--- src/rtl/arbitro_hierarquia.sv ---
// Round-robin arbiter for two requesters sharing one memory hierarchy port.
// Four-phase transaction: grant, issue, capture, respond; plus hit/miss stats.
module arbitro_hierarquia #(
   parameter int ADDR_W = 6,
   parameter int DATA_W = 16,
   parameter int CNT_W  = 8
) (
   input  logic              clock,
   input  logic              reset,
   input  logic              req_a,
   input  logic              req_b,
   input  logic              we_a,
   input  logic              we_b,
   input  logic [ADDR_W-1:0] addr_a,
   input  logic [ADDR_W-1:0] addr_b,
   input  logic [DATA_W-1:0] wdata_a,
   input  logic [DATA_W-1:0] wdata_b,
   output logic              ack_a,
   output logic              ack_b,
   output logic [DATA_W-1:0] rdata,
   output logic              resp_hit_l1,
   output logic              resp_hit_l2,
   output logic              busy,
   output logic [ADDR_W-1:0] mem_address,
   output logic [DATA_W-1:0] mem_write_data,
   output logic              mem_read,
   output logic              mem_write,
   input  logic [DATA_W-1:0] mem_read_data,
   input  logic              mem_hit_l1,
   input  logic              mem_hit_l2,
   input  logic              clr_stats,
   output logic [CNT_W-1:0]  cnt_hit_l1,
   output logic [CNT_W-1:0]  cnt_hit_l2,
   output logic [CNT_W-1:0]  cnt_miss
);

   typedef enum logic [1:0] {
      IDLE,
      ISSUE,
      CAPTURE,
      RESP
   } state_t;

   state_t            state;
   logic              ptr_b;
   logic              sel_b;
   logic              grant_b;
   logic              we_sel;
   logic [ADDR_W-1:0] addr_sel;
   logic [DATA_W-1:0] wdata_sel;

   assign busy = (state != IDLE);

   // Pick the winner: pointer breaks ties, a lone requester always wins.
   always_comb begin
      grant_b   = 1'b0;
      we_sel    = we_a;
      addr_sel  = addr_a;
      wdata_sel = wdata_a;
      if (req_a && req_b) begin
         grant_b = ptr_b;
      end else begin
         grant_b = req_b;
      end
      if (grant_b) begin
         we_sel    = we_b;
         addr_sel  = addr_b;
         wdata_sel = wdata_b;
      end
   end

   // Transaction sequencer; the granted request is latched into the mem_* regs.
   always_ff @(posedge clock or negedge reset) begin
      if (!reset) begin
         state          <= IDLE;
         ptr_b          <= 1'b0;
         sel_b          <= 1'b0;
         ack_a          <= 1'b0;
         ack_b          <= 1'b0;
         rdata          <= '0;
         resp_hit_l1    <= 1'b0;
         resp_hit_l2    <= 1'b0;
         mem_address    <= '0;
         mem_write_data <= '0;
         mem_read       <= 1'b0;
         mem_write      <= 1'b0;
      end else begin
         mem_read  <= 1'b0;
         mem_write <= 1'b0;
         ack_a     <= 1'b0;
         ack_b     <= 1'b0;
         unique case (state)
            IDLE: begin
               if (req_a || req_b) begin
                  state          <= ISSUE;
                  sel_b          <= grant_b;
                  ptr_b          <= ~grant_b;
                  mem_address    <= addr_sel;
                  mem_write_data <= wdata_sel;
                  mem_read       <= ~we_sel;
                  mem_write      <= we_sel;
               end
            end
            ISSUE: begin
               state <= CAPTURE;
            end
            CAPTURE: begin
               state       <= RESP;
               rdata       <= mem_read_data;
               resp_hit_l1 <= mem_hit_l1;
               resp_hit_l2 <= mem_hit_l2;
               ack_a       <= ~sel_b;
               ack_b       <= sel_b;
            end
            RESP: begin
               state <= IDLE;
            end
            default: begin
               state <= IDLE;
            end
         endcase
      end
   end

   // Saturating hit/miss statistics; clear beats a same-cycle increment.
   always_ff @(posedge clock or negedge reset) begin
      if (!reset) begin
         cnt_hit_l1 <= '0;
         cnt_hit_l2 <= '0;
         cnt_miss   <= '0;
      end else if (clr_stats) begin
         cnt_hit_l1 <= '0;
         cnt_hit_l2 <= '0;
         cnt_miss   <= '0;
      end else if (state == CAPTURE) begin
         if (mem_hit_l1) begin
            if (cnt_hit_l1 != '1) cnt_hit_l1 <= cnt_hit_l1 + CNT_W'(1);
         end else if (mem_hit_l2) begin
            if (cnt_hit_l2 != '1) cnt_hit_l2 <= cnt_hit_l2 + CNT_W'(1);
         end else begin
            if (cnt_miss != '1) cnt_miss <= cnt_miss + CNT_W'(1);
         end
      end
   end

endmodule

--- config.mk ---
export PLATFORM = sky130hd
export DESIGN_NAME = arbitro_hierarquia
export DESIGN_NICKNAME = d
export VERILOG_FILES = /design/src/rtl/arbitro_hierarquia.sv
export SDC_FILE = /design/constraint.sdc
export NUM_CORES = 1
export LEC_CHECK = 0
export BUFFER_PORTS_ARGS = -buffer_cell sky130_fd_sc_hd__buf_2
export CORE_MARGIN = 2
export CORE_UTILIZATION = 51
export CTS_CLUSTER_SIZE = 14
export DETAILED_ROUTE_END_ITERATION = 10
export PLACE_DENSITY = 0.82
export SLEW_MARGIN = 20
export SYNTH_ARGS = -nofsm -noshare
export SYNTH_HDL_FRONTEND = slang
export SYNTH_SLANG_ARGS = --single-unit
--- constraint.sdc ---
create_clock -name clock -period 3.1 [get_ports clock]
set_input_delay 0.93 -clock clock [delete_from_list [all_inputs] [get_ports clock]]
set_output_delay 0.93 -clock clock [all_outputs]
set_load 0.01 [all_outputs]
==> metrics, run 1 <==
#FFs+latches synth 72; Slew Viols, Final 0; Max VDD drop 0.532 mV; Num CTS Buffers 9; Final Hold Fails 0; Slowest cell on crit path ha_1; via count 2737; status finished, final reports clean; Final Routed Wirelength 7660 um; max_cap viols 0; Fmax achieved between 300 and 400 MHz; area added between synthesis and finish 29.6%; Residual DRC 0; syn avg cell area between 10 and 15 um2; CTS tree yes; DR iter-0 viols 119; post-synth cell types 35; most common flop cell mapped by yosys dfrtp_1; I/O Buffers 137; worst-margin pin slew around 0.77 ns; syn_nets 346; first-pass GRT wire length around 13000 um; Total GRT Usage between 20% and 30%; register area share after synthesis 55.9%; RSZ-0062 raised after global routing false; Worst path top cell family by delay adder cells; gr ovfl total 0; Worst Path Buf+Inv 3; Final Worst Setup Slack 0.347 ns; crit path max fanout 28; EDFF count, synth 0; main area contributors after synthesis dfrtp_1 (56%), a221o_1 (6.8%), mux2_2 (6.3%), and3_1 (4.9%), xor2_1 (3.5%); Lkg Pwr 2.21 nW; core area 6030 um2; gpl congestion 0.872; # hold bufs at CTS 0; CTS Root Buffer Type clkbuf_8; Setup crit end kind output pin; share of the synthesized area in the top cell type 55.9%; Post-CTS Setup Inserts 0; most used cell, CP inv_1; clk_skew roughly 0.0073 ns; pre-CTS WS 0.682 ns; Setup CP Type flop to output pin; Clock Latency Late Sink 0.33 ns; largest net degree at the start of global routing 42; layout cell share with drive strength beyond 1 between 40% and 50%; Syn Std Cell Area between 3000 and 4000 um2; Avg WL per Cell around 16 um; final period utilization just under 90%; initial antenna violation count 0; fin util 69.3%; Total Power ~3.4 mW; Fillers ~490; Crit path required time 2.17 ns; Die ar. 6970 um2; crit path cell chain inv_1 > ha_1 > inv_1 > buf_2; CTS sink cnt 72; Initial DRT Pass Iterations 4; ys async rst share 100%; critical path startpoint category flop; crit path DAT 1.82 ns; PwrDens between 800 and 900 nW/um2; Ys Warns 0; antenna-violating nets left 0; Die W 83.5 um; Ports 138; H-tree level count 3; CP max stage delay 0.67 ns; CTS max path bufs 2; Mapped Cells 272; Total Neg Setup Slack 0 ns; DP HPWL 5760 um; Clock transition at path regs 0.07 ns; CTS resizes 0; slew margin rel. 48.4%; vias in the first global route about 2700; n_diodes 0; nets 484; num rows 28; crit path time final 2.75 ns; vias per std cell ~5.6; die height roughly 83 um; Setup-failing EPs final 0; HP Class flop to flop; Initial Utilization 53.4%; Synth area leader dfrtp_1
layer usage:
metal,vias up,GRT usage [%],wire (um)
met5,-,0,0
met4,0,10.4,200
met1,1320,28.3,3080
met2,107,40.5,3980
li1,1289,-,-
met3,21,3.76,403
layout by cell type, fill, tap and decap left out, types with 4 or more instances in the layout:
cell type  count
and3_1        25
mux2_2        18
dfrtp_1       72
xor2_1        13
ha_1           5
nor2_1        22
inv_1          7
nor3_1         4
a221o_1       22
o211ai_1       7
clkbuf_8      12
buf_2        137
and2_1         7
buf_4          4
nand2_1        6
o2111ai_1      4
o21ai_0        5
nand3_1        4
a211oi_1       4
nand4_1        7
flip-flops by register name, indices dropped and copies added (netlist names), 2 cells and up:
register        count
rdata              16
mem_write_data     16
state               2
cnt_miss            8
cnt_hit_l1          8
cnt_hit_l2          8
mem_address         6
where the power goes:
group	internal (mW)	switching (mW)
Combinational	0.634	0.643
Clock	0.356	0.327
Sequential	1.26	0.175
final cells by class:
type / instances / area (um2) / area share [%]
Sequential cell: 72 / 1800 / 43.2
Multi-Input combinational cell: 178 / 1330 / 31.9
Timing Repair Buffer: 142 / 736 / 17.6
Clock buffer: 14 / 173 / 4.14
Tap cell: 75 / 93.8 / 2.25
Inverter: 7 / 26.3 / 0.629
Clock inverter: 2 / 12.5 / 0.300
logic make-up after synthesis:
kind of cell,after synthesis,share of synthesized area [%]
and+or+nand+nor,81,13.7
DFF,72,55.9
AOI/OAI and AO/OA,55,14.1
buffers and inverters,22,2.68
muxes,21,7.23
xor gates and xnor gates,16,4.35
adders and majority gates,5,1.94
path summary, 6_finish.rpt:
check	startpoint	slack [ns]	end	cells past startpoint
max	state[0]	0.35	busy	4
min	sel_b	0.45	ack_a	1
max reg2reg	state[0]	0.70	mem_write_data[0]	5
min reg2reg	sel_b	0.45	ack_a	1
max in group asynchronous	reset	1.79	sel_b	2
min in group asynchronous	reset	0.64	cnt_miss[1]	1
cell usage after synthesis, drive strengths merged, types with 3 or more instances:
library cell  count
xor2             13
a221o            22
o21ai             6
mux2             18
nand3             4
mux2i             3
o2111ai           4
and3             25
a21oi             3
clkbuf           12
nand4             7
o211ai            7
dfrtp            72
buf               3
inv               7
nor2             22
nor3              4
xnor2             3
ha                5
nand2             6
and2              7
a211oi            4
per-stage QoR:
stage	cell area, um2	hold slack, ns	std cells
floorplan	3220	0.418	272
global placement	3990	0.458	474
detailed placement	3990	0.458	474
CTS	4180	0.457	490
global route	4180	0.462	490
finish	4180	0.455	490
worst reg2reg max path, delay by kind of cell, from the launching register on:
family	cells	cell delay (ns)
compound gates	2	0.83
fa+ha+maj	1	0.67
buf+inv	2	0.42
flops	1	0.36
Note: power is estimated with default switching activity, not from simulation.
==> run 2, diff against run 1 <==
--- a/config.mk
+++ b/config.mk
@@ -8,2 +8,3 @@
 export BUFFER_PORTS_ARGS = -buffer_cell sky130_fd_sc_hd__buf_2
+export CORE_ASPECT_RATIO = 0.9
 export CORE_MARGIN = 2
--- a/constraint.sdc
+++ b/constraint.sdc
@@ -3,2 +3,2 @@
 set_output_delay 0.93 -clock clock [all_outputs]
-set_load 0.01 [all_outputs]
+set_load 0.05 [all_outputs]
==> metrics, run 2 (same netlist as run 1, synthesis figures left out) <==
fin util 69.2% (-0.086 points); max_cap viols 0 (unchanged); num rows 27 (-3.6%); CTS resizes 0 (unchanged); Hold Slack 0.491 ns (+0.0359 ns); DR iter-0 viols 114 (-4.2%); clk_skew 0.00821 ns (+0.000863 ns); Slowest cell on crit path dfrtp_1; Cells after DPL 487 (+2.7%); HP Class flop to flop; Final Routed Wirelength 7340 um (-4.2%); nets 485 (+0.21%); via count 2705 (-1.2%); Final Worst Setup Slack 0.818 ns (+0.472 ns); commonest non-fill, non-tap cell in the layout buf_2; slew margin rel. 71.9% (+24 points); CTS Root Buffer Type clkbuf_8; Clock transition at path regs 0.08 ns (about the same); PwrDens 1040 nW/um2 (+28%); CTS max path bufs 2 (unchanged); Lkg Pwr 2.23 nW (+1.0%); CP max stage delay 0.32 ns (-0.35 ns); CTS tree yes; area added between synthesis and finish 31.4%; I/O Buffers 137 (unchanged); Avg WL per Cell 14.6 um (-6.7%); Slew Viols, Final 0 (unchanged); layout cell share with drive strength beyond 1 43.5% (+0.62 points); DP HPWL 5160 um (-10%); core area 6110 um2 (+1.5%); Post-CTS Setup Inserts 0 (unchanged); most frequent cells in the layout buf_2 (137), dfrtp_1 (72), and3_1 (25); gr ovfl total 0 (unchanged); part of the power in the clock network 18.3% (-1.9 points); Max VDD drop 0.724 mV (+36%); Initial DRT Pass Iterations 4 (unchanged); non-filler cells, final 503 (+2.7%); Worst Path Buf+Inv 3 (unchanged); Total Neg Setup Slack 0 ns (unchanged); Setup CP Type flop to output pin; initial antenna violation count 0 (unchanged); pre-CTS WS 0.914 ns (+0.232 ns); Final Hold Fails 0 (unchanged); crit path cell chain inv_1 > ha_1 > inv_1 > buf_2; biggest regs mem_write_data (16), rdata (16); P_int 2.35 mW (+4.6%); final period utilization 73.6% (-15 points); Reg area 1800 um2 (unchanged); first-pass GRT wire length 11900 um (-7.6%); Initial Utilization 52.7% (-0.78 points); Sw Ratio 46.7% (+13 points); critical path startpoint category flop; Fillers 479 (-2.6%); # hold bufs at CTS 0 (unchanged); Flop pwr share 32.4% (-9.8 points); H-tree level count 3 (unchanged); Worst path top cell family by delay buffers and inverters; Die ar. 6970 um2 (about the same); Setup crit end kind output pin; crit path max fanout 4 (-86%); n_diodes 0 (unchanged); vias in the first global route 2507 (-8.4%); RSZ-0062 raised after global routing false; crit path time final 2.28 ns (-0.472 ns); crit path DAT 1.35 ns (-0.47 ns); status finished, final reports clean; die height 79.4 um (-4.9%); Ports 138 (unchanged); Setup-failing EPs final 0 (unchanged); P_sw 2.06 mW (+80%); Logic pwr share 49.3% (+12 points); Crit path required time 2.17 ns (about the same); Clock Latency Late Sink 0.34 ns (about the same); antenna-violating nets left 0 (unchanged); CTS sink cnt 72 (unchanged); Fmax achieved 438 MHz (+21%); Residual DRC 0 (unchanged); vias per std cell 5.38 (-3.7%); largest net degree at the start of global routing 73 (+74%); multi-input logic area 1330 um2 (unchanged); most used cell, CP inv_1; worst-margin pin slew 0.422 ns (-0.353 ns); Die W 87.8 um (+5.2%); Num CTS Buffers 9 (unchanged); Total GRT Usage 22.1% (-1.1 points); gpl congestion 0.889 (+2.0%)
-- run 2: cell types whose count changed in the layout (fill, tap and decap cells not counted), sizes merged --
cell and change:
buf +1, bufinv +2, clkbuf -5, clkinv +2
inv +1
-- run 2: metal layers --
metal	wire length [um]	vias up	track usage, %
li1	-	1293	-
met1	3180	1284	29.2
met2	3470	112	34.8
met3	554	16	7.34
met4	135	0	6.31
met5	0	-	0
-- run 2: final timing paths --
path                           from              to  slack, ns  depth (start not counted)
min                           sel_b           ack_a       0.49                          1
min in group asynchronous     reset       rdata[14]       0.59                          2
min reg2reg                   sel_b           ack_a       0.49                          1
max reg2reg                state[0]   cnt_hit_l1[3]       1.22                          7
max in group asynchronous     reset  mem_address[0]       2.19                          2
max                        state[0]            busy       0.82                          4
-- run 2: area by class of cell --
| type | instances | area share [%] |
|---|---|---|
| Clock buffer | 9 | 2.93 |
| Clock inverter | 7 | 2.25 |
| Inverter | 7 | 0.621 |
| Multi-Input combinational cell | 178 | 31.5 |
| Sequential cell | 72 | 42.6 |
| Tap cell | 87 | 2.57 |
| Timing Repair Buffer | 143 | 17.6 |
-- run 2: power groups by stage --
stage / Combinational [mW] / Sequential [mW] / Clock, mW
2_1_floorplan: 0.667 / 2.42 / 0
3_3_place_gp: 2.16 / 1.43 / 0
3_5_place_dp: 2.20 / 1.43 / 0
4_1_cts: 2.19 / 1.43 / 0.826
5_1_grt: 2.30 / 1.46 / 0.872
6_report: 2.18 / 1.43 / 0.805
-- run 2: worst reg2reg max path: stages (launching register included) --
cell and delay, ns:
dfrtp_1 0.36, inv_1 0.10, ha_1 0.26, buf_4 0.33
nand4_1 0.17, a211oi_1 0.32, xnor2_1 0.16, nor2_1 0.06
-- run 2: per-stage QoR --
step | cell area [um2] | total power, mW
3_3_place_gp | 4010 | 3.58
3_5_place_dp | 4010 | 3.63
4_1_cts | 4230 | 4.44
2_1_floorplan | 3220 | 3.09
5_1_grt | 4230 | 4.63
6_report | 4230 | 4.41
==> run 3, diff against run 2 <==
Settings changed: CORE_UTILIZATION 51 to 43, PLACE_DENSITY 0.82 to 0.73.
Clock period 3.1 ns to 1.8 ns, I/O delays scaled along.
==> metrics, run 3 (same netlist as run 1, synthesis figures left out) <==
layout cell share with drive strength beyond 1 48.3% (+4.8 points); biggest regs mem_write_data (16), rdata (16); DP HPWL 5770 um (+12%); via count 2747 (+1.6%); area added between synthesis and finish 37.6%; Final Hold Fails 0 (unchanged); most frequent cells in the layout buf_2 (135), dfrtp_1 (70), and3_1 (25); antenna-violating nets left 0 (unchanged); vias per std cell 5.24 (-2.5%); largest net degree at the start of global routing 38 (-48%); PwrDens 1770 nW/um2 (+70%); gr ovfl total 0 (unchanged); vias in the first global route 2586 (+3.2%); first-pass GRT wire length 12600 um (+5.6%); Setup-failing EPs final 0 (unchanged); CTS sink cnt 72 (unchanged); Worst Path Buf+Inv 3 (unchanged); Total Neg Setup Slack 0 ns (unchanged); Ports 138 (unchanged); critical path startpoint category flop; n_diodes 0 (unchanged); CTS tree yes; worst reg2reg path depth 5 (-2); crit path time final 1.78 ns; commonest non-fill, non-tap cell in the layout buf_2; slew margin rel. 66.3% (-5.6 points); DR iter-0 viols 98 (-14%); Residual DRC 0 (unchanged); Clock transition at path regs 0.07 ns (about the same); Avg WL per Cell 14.9 um (+2.2%); reg2reg setup slack 0.03 ns (-1.19 ns); worst-margin pin slew 0.504 ns (+0.0823 ns); Total GRT Usage 19.9% (-2.2 points); Fmax achieved ~560 MHz; num rows 29 (+7.4%); final period utilization a little over nine tenths; Setup crit end kind output pin; Slew Viols, Final 0 (unchanged); core area 7150 um2 (+17%); Slowest cell on crit path dfrtp_1; crit path cell chain inv_2 > ha_4 > clkinvlp_4 > buf_8; crit path max fanout 4 (unchanged); # hold bufs at CTS 0 (unchanged); HP Class primary input to asynchronous set/reset pin; CTS max path bufs 2 (unchanged); nets 501 (+3.3%); RSZ-0062 raised after global routing true; Clock Latency Late Sink 0.34 ns (about the same); instance count on the critical path 4 (unchanged); H-tree level count 3 (unchanged); Initial Utilization 45.1% (-7.6 points); status finished, final reports clean; Crit path required time 1.26 ns (-0.91 ns); gpl congestion 0.819 (-7.9%); Lkg Pwr 2.31 nW (+3.4%); Final Routed Wirelength 7820 um (+6.5%); CTS Root Buffer Type clkbuf_8; Initial DRT Pass Iterations 4 (unchanged); I/O Buffers 137 (unchanged); Worst path top cell family by delay flip-flops; die height 86.1 um (+8.5%); Die W 95.2 um (+8.5%); Die ar. 8200 um2 (+18%); clk_skew 0.00896 ns (+0.000755 ns); CP max stage delay 0.39 ns (+0.07 ns); fin util 62.0% (-7.2 points); initial antenna violation count 0 (unchanged); crit path DAT 1.24 ns (-0.11 ns); max_cap viols 0 (unchanged); Setup CP Type flop to output pin; Num CTS Buffers 9 (unchanged); Max VDD drop 1.02 mV (+41%)
run 3: final cells by class:
type	count	area [um2]
clock buffer	12	155
clock inverter	3	65.1
fill	616	2720
inverter	7	30.0
multi-input combinational	178	1380
sequential	72	1800
tap	93	116
timing repair buffer	159	876
run 3: through the flow:
stage / power, mW / hold slack [ns] / worst slack (ns) / cell area (um2) / std cells
2_1_floorplan: 5.34 / 0.244 / 0.0302 / 3240 / 272
3_3_place_gp: 6.27 / 0.456 / -0.0231 / 4110 / 502
3_5_place_dp: 6.35 / 0.454 / -0.0660 / 4110 / 502
4_1_cts: 7.92 / 0.0789 / -0.0668 / 4390 / 521
5_1_grt: 8.27 / 0.0816 / -0.0492 / 4430 / 524
6_report: 7.85 / 0.0808 / 0.0181 / 4430 / 524
run 3: report_power, final:
part,switching (mW),leakage [nW],internal [mW]
clock,0.560,0.112,0.847
sequential,0.303,0.916,2.16
combinational,2.70,1.28,1.28
total,3.56,2.31,4.29
run 3: per-layer routing:
layer	share of wire [%]	routed length [um]	GRT usage (%)	up-vias
met5	0	0	0	-
met4	0.78	61	4.35	0
met3	7.0	546	6.94	6
met2	50	3890	32.1	89
met1	42	3320	26.0	1337
li1	-	-	-	1315
run 3: worst paths after layout:
| check | startpoint | endpoint |
|---|---|---|
| worst max-delay path | state[1] | busy |
| worst min-delay path | reset | state[1] |
| worst max register to register | cnt_hit_l1[1] | cnt_hit_l1[7] |
| worst min register to register | sel_b | ack_a |
| max in group asynchronous | reset | cnt_hit_l1[1] |
| min in group clock | mem_read_data[13] | rdata[13] |
run 3: timing repair:
item	in CTS	in global routing
pin swaps	1	1
resized for setup	9	5
endpoints found under the setup margin	23	28
buffers inserted	4	5
endpoints found under the hold margin	0	0
